[src/rtl/radix2_divider.sv]
// Multi-cycle restoring radix-2 divider: one quotient bit per cycle, DIV/DIVU/REM/REMU.
// Define RADIX2_DIVIDER_FASTPATH_EN to finish divide-by-zero and signed overflow on the accepting edge.
module radix2_divider #(
  parameter int WIDTH = 32
) (
  input  logic             clk_i,
  input  logic             rst_i,
  input  logic             valid_i,
  output logic             ready_o,
  input  logic [1:0]       op_i,
  input  logic [WIDTH-1:0] dividend_i,
  input  logic [WIDTH-1:0] divisor_i,
  output logic             valid_o,
  input  logic             ready_i,
  output logic [WIDTH-1:0] result_o
);

  localparam int CNT_W = $clog2(WIDTH);

`ifdef RADIX2_DIVIDER_FASTPATH_EN
  localparam logic FASTPATH = 1'b1;
`else
  localparam logic FASTPATH = 1'b0;
`endif

  typedef enum logic [1:0] {S_IDLE, S_CALC, S_DONE} state_t;

  state_t             r_state;
  state_t             w_state_nxt;
  logic [CNT_W-1:0]   r_count;
  logic [WIDTH-1:0]   r_quot;
  logic [WIDTH-1:0]   r_rem;
  logic [WIDTH-1:0]   r_divisor;
  logic [WIDTH-1:0]   r_dividend;
  logic               r_is_rem;
  logic               r_q_neg;
  logic               r_r_neg;
  logic               r_div0;
  logic [WIDTH-1:0]   r_result;

  logic               w_signed;
  logic               w_a_neg;
  logic               w_b_neg;
  logic [WIDTH-1:0]   w_a_mag;
  logic [WIDTH-1:0]   w_b_mag;
  logic               w_div0;
  logic               w_ovf;
  logic               w_accept;
  logic               w_fast;
  logic [WIDTH-1:0]   w_fast_result;
  logic [WIDTH:0]     w_shift;
  logic [WIDTH:0]     w_diff;
  logic               w_ge;
  logic [WIDTH-1:0]   w_rem_nxt;
  logic [WIDTH-1:0]   w_quot_nxt;
  logic               w_last;
  logic [WIDTH-1:0]   w_q_final;
  logic [WIDTH-1:0]   w_r_final;

  // Operand conditioning: only op_i[0] = 0 selects signed handling.
  assign w_signed = ~op_i[0];
  assign w_a_neg  = w_signed & dividend_i[WIDTH-1];
  assign w_b_neg  = w_signed & divisor_i[WIDTH-1];
  assign w_a_mag  = w_a_neg ? -dividend_i : dividend_i;
  assign w_b_mag  = w_b_neg ? -divisor_i  : divisor_i;
  assign w_div0   = (divisor_i == '0);
  assign w_ovf    = w_signed && (dividend_i == {1'b1, {(WIDTH-1){1'b0}}}) && (divisor_i == '1);
  assign w_accept = valid_i && (r_state == S_IDLE);
  assign w_fast   = FASTPATH && (w_div0 || w_ovf);

  always_comb begin
    if (w_div0) w_fast_result = op_i[1] ? dividend_i : '1;
    else        w_fast_result = op_i[1] ? '0 : dividend_i;
  end

  // One restoring step: shift in the next dividend bit, keep the difference if it did not borrow.
  assign w_shift    = {r_rem, r_quot[WIDTH-1]};
  assign w_diff     = w_shift - {1'b0, r_divisor};
  assign w_ge       = ~w_diff[WIDTH];
  assign w_rem_nxt  = w_ge ? w_diff[WIDTH-1:0] : w_shift[WIDTH-1:0];
  assign w_quot_nxt = {r_quot[WIDTH-2:0], w_ge};
  assign w_last     = (r_state == S_CALC) && (r_count == CNT_W'(WIDTH - 1));

  // Divide-by-zero overrides the magnitude result, whose sign correction would be wrong there.
  assign w_q_final = r_div0 ? '1         : (r_q_neg ? -w_quot_nxt : w_quot_nxt);
  assign w_r_final = r_div0 ? r_dividend : (r_r_neg ? -w_rem_nxt  : w_rem_nxt);

  // NOTE: sequential state uses non-blocking assignments so every register samples pre-edge values.
  always_ff @(posedge clk_i or posedge rst_i) begin
    if (rst_i) r_state <= S_IDLE;
    else       r_state <= w_state_nxt;
  end

  // NOTE: next-state is defaulted first so no path through the case leaves it unassigned (no latch).
  always_comb begin
    w_state_nxt = r_state;
    unique case (r_state)
      S_IDLE: if (valid_i) w_state_nxt = w_fast ? S_DONE : S_CALC;
      S_CALC: if (w_last)  w_state_nxt = S_DONE;
      S_DONE: if (ready_i) w_state_nxt = S_IDLE;
      default:             w_state_nxt = S_IDLE;
    endcase
  end

  always_ff @(posedge clk_i or posedge rst_i) begin
    if (rst_i) begin
      r_count    <= '0;
      r_quot     <= '0;
      r_rem      <= '0;
      r_divisor  <= '0;
      r_dividend <= '0;
      r_is_rem   <= 1'b0;
      r_q_neg    <= 1'b0;
      r_r_neg    <= 1'b0;
      r_div0     <= 1'b0;
      r_result   <= '0;
    end else if (w_accept) begin
      r_count    <= '0;
      r_quot     <= w_a_mag;
      r_rem      <= '0;
      r_divisor  <= w_b_mag;
      r_dividend <= dividend_i;
      r_is_rem   <= op_i[1];
      r_q_neg    <= w_a_neg ^ w_b_neg;
      r_r_neg    <= w_a_neg;
      r_div0     <= w_div0;
      if (w_fast) r_result <= w_fast_result;
    end else if (r_state == S_CALC) begin
      r_count <= r_count + CNT_W'(1);
      r_quot  <= w_quot_nxt;
      r_rem   <= w_rem_nxt;
      if (w_last) r_result <= r_is_rem ? w_r_final : w_q_final;
    end else if (r_state == S_DONE && ready_i) begin
      r_result <= '0;
    end
  end

  assign ready_o  = (r_state == S_IDLE);
  assign valid_o  = (r_state == S_DONE);
  assign result_o = r_result;

endmodule
[config.mk]
export PLATFORM = sky130hd
export DESIGN_NAME = radix2_divider
export DESIGN_NICKNAME = d
export VERILOG_FILES = /design/src/rtl/radix2_divider.sv
export SDC_FILE = /design/constraint.sdc
export NUM_CORES = 1
export LEC_CHECK = 0
export CAP_MARGIN = 20
export CORE_MARGIN = 5
export CORE_UTILIZATION = 40
export DETAILED_ROUTE_END_ITERATION = 6
export MAX_ROUTING_LAYER = met4
export SETUP_SLACK_MARGIN = 0.4
export SYNTH_ARGS = -nofsm -noshare
export SYNTH_HDL_FRONTEND = slang
export SYNTH_SLANG_ARGS = --single-unit
[constraint.sdc]
create_clock -name clk_i -period 5.6 [get_ports clk_i]
set_input_delay 1.12 -clock clk_i [delete_from_list [all_inputs] [get_ports clk_i]]
set_output_delay 1.12 -clock clk_i [all_outputs]
set_load 0.03 [all_outputs]
==> summary.txt <==
Layout
  – Nets@finish: approximately 1700
  – Antenna fix cells: 0
  – Share of cells above drive strength 1: 5.57%
  – # fillers: approximately 3100
  – Fin cells: 2029
  – Area Overhead vs Synth: 15.6%
  – Final Instance Area: approximately 0.014 mm²

GRT
  – First-pass GRT wire length: 59400 µm
  – Gr ovfl total: 0
  – Vias in the first global route: about 11000
  – Met2 Use GR: between 30% and 40%
  – Overall Global Routing Usage: ~22%
  – M1 GR Usage: 30.9%
  – GRT Max-Usage Layer: met2
  – Met3 layer usage reported by global route: under 10%
  – Antenna violations before repair: 1
  – Largest net degree at the start of global routing: roughly 170

Synth
  – Avg Inst Size Synth: roughly 7.9 µm²
  – Synth Cell Area: around 0.012 mm²
  – Primary FF master, synth: dfrtp_1
  – Synth Warn #: 0
  – Mapped Nets: approximately 1700
  – Yosys top cell area share: between 30% and 40%
  – Commonest cells in the netlist: nand2_1 (292), dfrtp_1 (171), o21ai_0 (156)
  – FF+latch count, synth: 171
  – Number of enable flip-flop cells after synthesis: 0
  – Synth unique cells: between 70 and 80
  – Area contributors post-synth: dfrtp_1 (35%), nand2_1 (8.8%), o21ai_0 (6.3%)
  – Cell count after synthesis: 1568
  – Async SR Flop Fraction: 100%
  – Count leader, synth: nand2_1
  – Sequential-to-total area share from yosys stat: between 30 and 40%
  – Area leader, netlist: dfrtp_1

Hold path
  – Worst Hold End: r_dividend[4]
  – HP Start: r_dividend[4]
  – Hold Crit Class: reg2reg
  – Hold path cells: 2

Timing
  – Slew Limit Fails: 0
  – RSZ-0062 raised after global routing: no
  – Setup TNS: 0 ns
  – Achievable frequency: ~210 MHz
  – WHS: around 0.47 ns
  – Period utilization: 86.6%
  – Max-slew headroom: 32.2%
  – Tmin final: approximately 4.8 ns
  – Worst-Margin Slew: 1.02 ns
  – Final Hold Fails: 0
  – Worst Skew: ~0.020 ns
  – Setup-failing EPs final: 0

Route
  – Vias/cell: between 5 and 6
  – Number of DRC markers in iteration 0: roughly 990
  – WL final: 37600 µm
  – Antenna viol nets, final: 0
  – Routed vias: 11506
  – Post-route DRC: 0
  – Drt pass-1 iters: 5
  – WL/cell: between 15 and 20 µm

Clock network
  – CTS tree: done
  – CTS H-tree lvls: 4
  – Clock Tree Buf Depth: 2
  – CTS Sinks: between 150 and 200
  – Cts hold-fix bufs: 0
  – Root buf cell: clkbuf_16
  – Clock transition at path regs: 0.09 ns
  – Inserted Clock Buffers: 17
  – Clock latency on the worst-skew pair: approximately 0.44 ns

Floorplanning
  – Boundary pin count: approximately 100
  – Chip height: around 190 µm
  – Row Count: 64
  – Initial Util: around two fifths
  – Core ar.: slightly above 0.03 mm²
  – Die Wd: between 150 and 200 µm
  – Die ar.: approximately 0.035 mm²

Worst setup path
  – Worst path max stage delay: about 0.42 ns
  – CP max-delay cell: dfrtp_1
  – Worst Path Required: approximately 5.9 ns
  – Critical path arrival: roughly 5.2 ns
  – Worst R2R Path Depth: 22
  – Crit path cell chain: inv_1 -> ha_1 -> inv_1 -> fa_1 -> nand3_1 -> a211oi_2 -> o21ai_1 -> a2111oi_4 -> or4_1 -> and4_4 -> inv_2 -> ha_1 -> nand2b_1 -> nand2b_1 -> nand2b_1 -> nand2b_1 -> o31ai_1 -> xor2_1 -> a21oi_1 -> nand2_1 -> mux2i_1 -> a221o_1
  – Critical Setup Path Class: reg2reg
  – CP Launch Type: register
  – Cell repeated most along the worst path: nand2b_1
  – Worst path top cell family by delay: simple AND/OR/NAND/NOR gates
  – Reg2Reg Launch Point: r_quot[31]
  – Worst reg2reg path endpoint: result_o[30]
  – Worst path bufs/invs: 3
  – Flop2flop setup slack: around 0.75 ns
  – Crit end category: register
  – Crit path max fanout: 6

Placement
  – Buffers added on ports: between 100 and 150
  – DP Cell Count: 1998
  – Gpl congestion: 0.899
  – Dpl cell area: 0.0137 mm²
  – HPWL after DPL: between 20000 and 30000 µm

Job
  – Max-cap violations: 0

Run status
  – Status: completed
==> kinds of logic (layout without fill, tap and decap cells) <==
logic type	after synthesis	after routing	share of synthesized area, %
buffers and inverters	154	219	4.90
adders and majority gates	38	38	3.90
DFF	171	171	34.5
and+or+nand+nor	594	594	21.6
AOI/OAI and AO/OA	434	434	22.2
xor gates and xnor gates	140	140	9.90
muxes	37	37	3.04
==> cell usage in the layout, fill, tap and decap left out, types with 21 or more instances in the layout <==
cell / n
a31oi_1: 43
nand2_1: 291
a21oi_1: 80
buf_4: 21
o31ai_1: 31
xor2_1: 65
xnor2_1: 75
dfrtp_1: 171
ha_1: 37
clkdlybuf4s50_1: 103
nor2_1: 123
nor3_1: 26
inv_1: 61
o21ai_0: 156
nand3_1: 41
mux2i_1: 32
==> timing repair <==
item,CTS,global route
gates resized for setup,0,1
setup endpoints to repair,0,1
buffers inserted,0,0
==> layer usage <==
| metal | vias up | wire length, µm |
|---|---|---|
| li1 | 5634 | - |
| met1 | 5531 | 17700 |
| met2 | 296 | 17500 |
| met3 | 45 | 1520 |
| met4 | 0 | 852 |
| met5 | - | 0 |
==> flip-flops by register name, summed over array words and instances (netlist names) <==
| signal | flops |
|---|---|
| r_dividend | 32 |
| r_quot | 32 |
| r_rem | 32 |
| r_div0 | 1 |
| r_q_neg | 1 |
| r_r_neg | 1 |
| result_o | 32 |
| r_divisor | 32 |
| r_count | 5 |
| r_state | 2 |
| r_is_rem | 1 |
==> area by class of cell <==
class                      instances  area (µm²)  area share, %
multi-input combinational       1243        7530           52.5
sequential                       171        4280           29.9
timing repair buffer             125        1210           8.44
tap                              396         495           3.46
clock buffer                      17         425           2.97
inverter                          63         240           1.68
clock inverter                    14         151           1.06
==> worst max-delay path by stage <==
| stage | from | end | slack [ns] | depth (start not counted) |
|---|---|---|---|---|
| finish | r_quot[31] | result_o[30] | 0.75 | 22 |
| global route | r_quot[31] | result_o[30] | 0.47 | 22 |
| CTS | r_quot[31] | result_o[30] | 0.80 | 22 |
| detailed placement | r_quot[31] | result_o[30] | 0.83 | 22 |
| global placement | r_quot[31] | result_o[30] | 0.98 | 22 |
| floorplan | r_quot[31] | result_o[30] | 1.03 | 23 |
==> tightest hold or removal path, delay by kind of cell, from the launching register on <==
kind	cells	cell delay (ns)
simple gates	2	0.10
flops	1	0.34
==> metrics by stage <==
stage | util, % | setup WS (ns)
floorplan | - | 1.03
global placement | 44.9 | 0.984
detailed placement | 44.9 | 0.828
CTS | 46.8 | 0.804
global route | 46.8 | 0.466
finish | 46.8 | 0.752
Power is not shown: default switching activity piles up to over one toggle a cycle in this logic, so the estimate is an artifact.
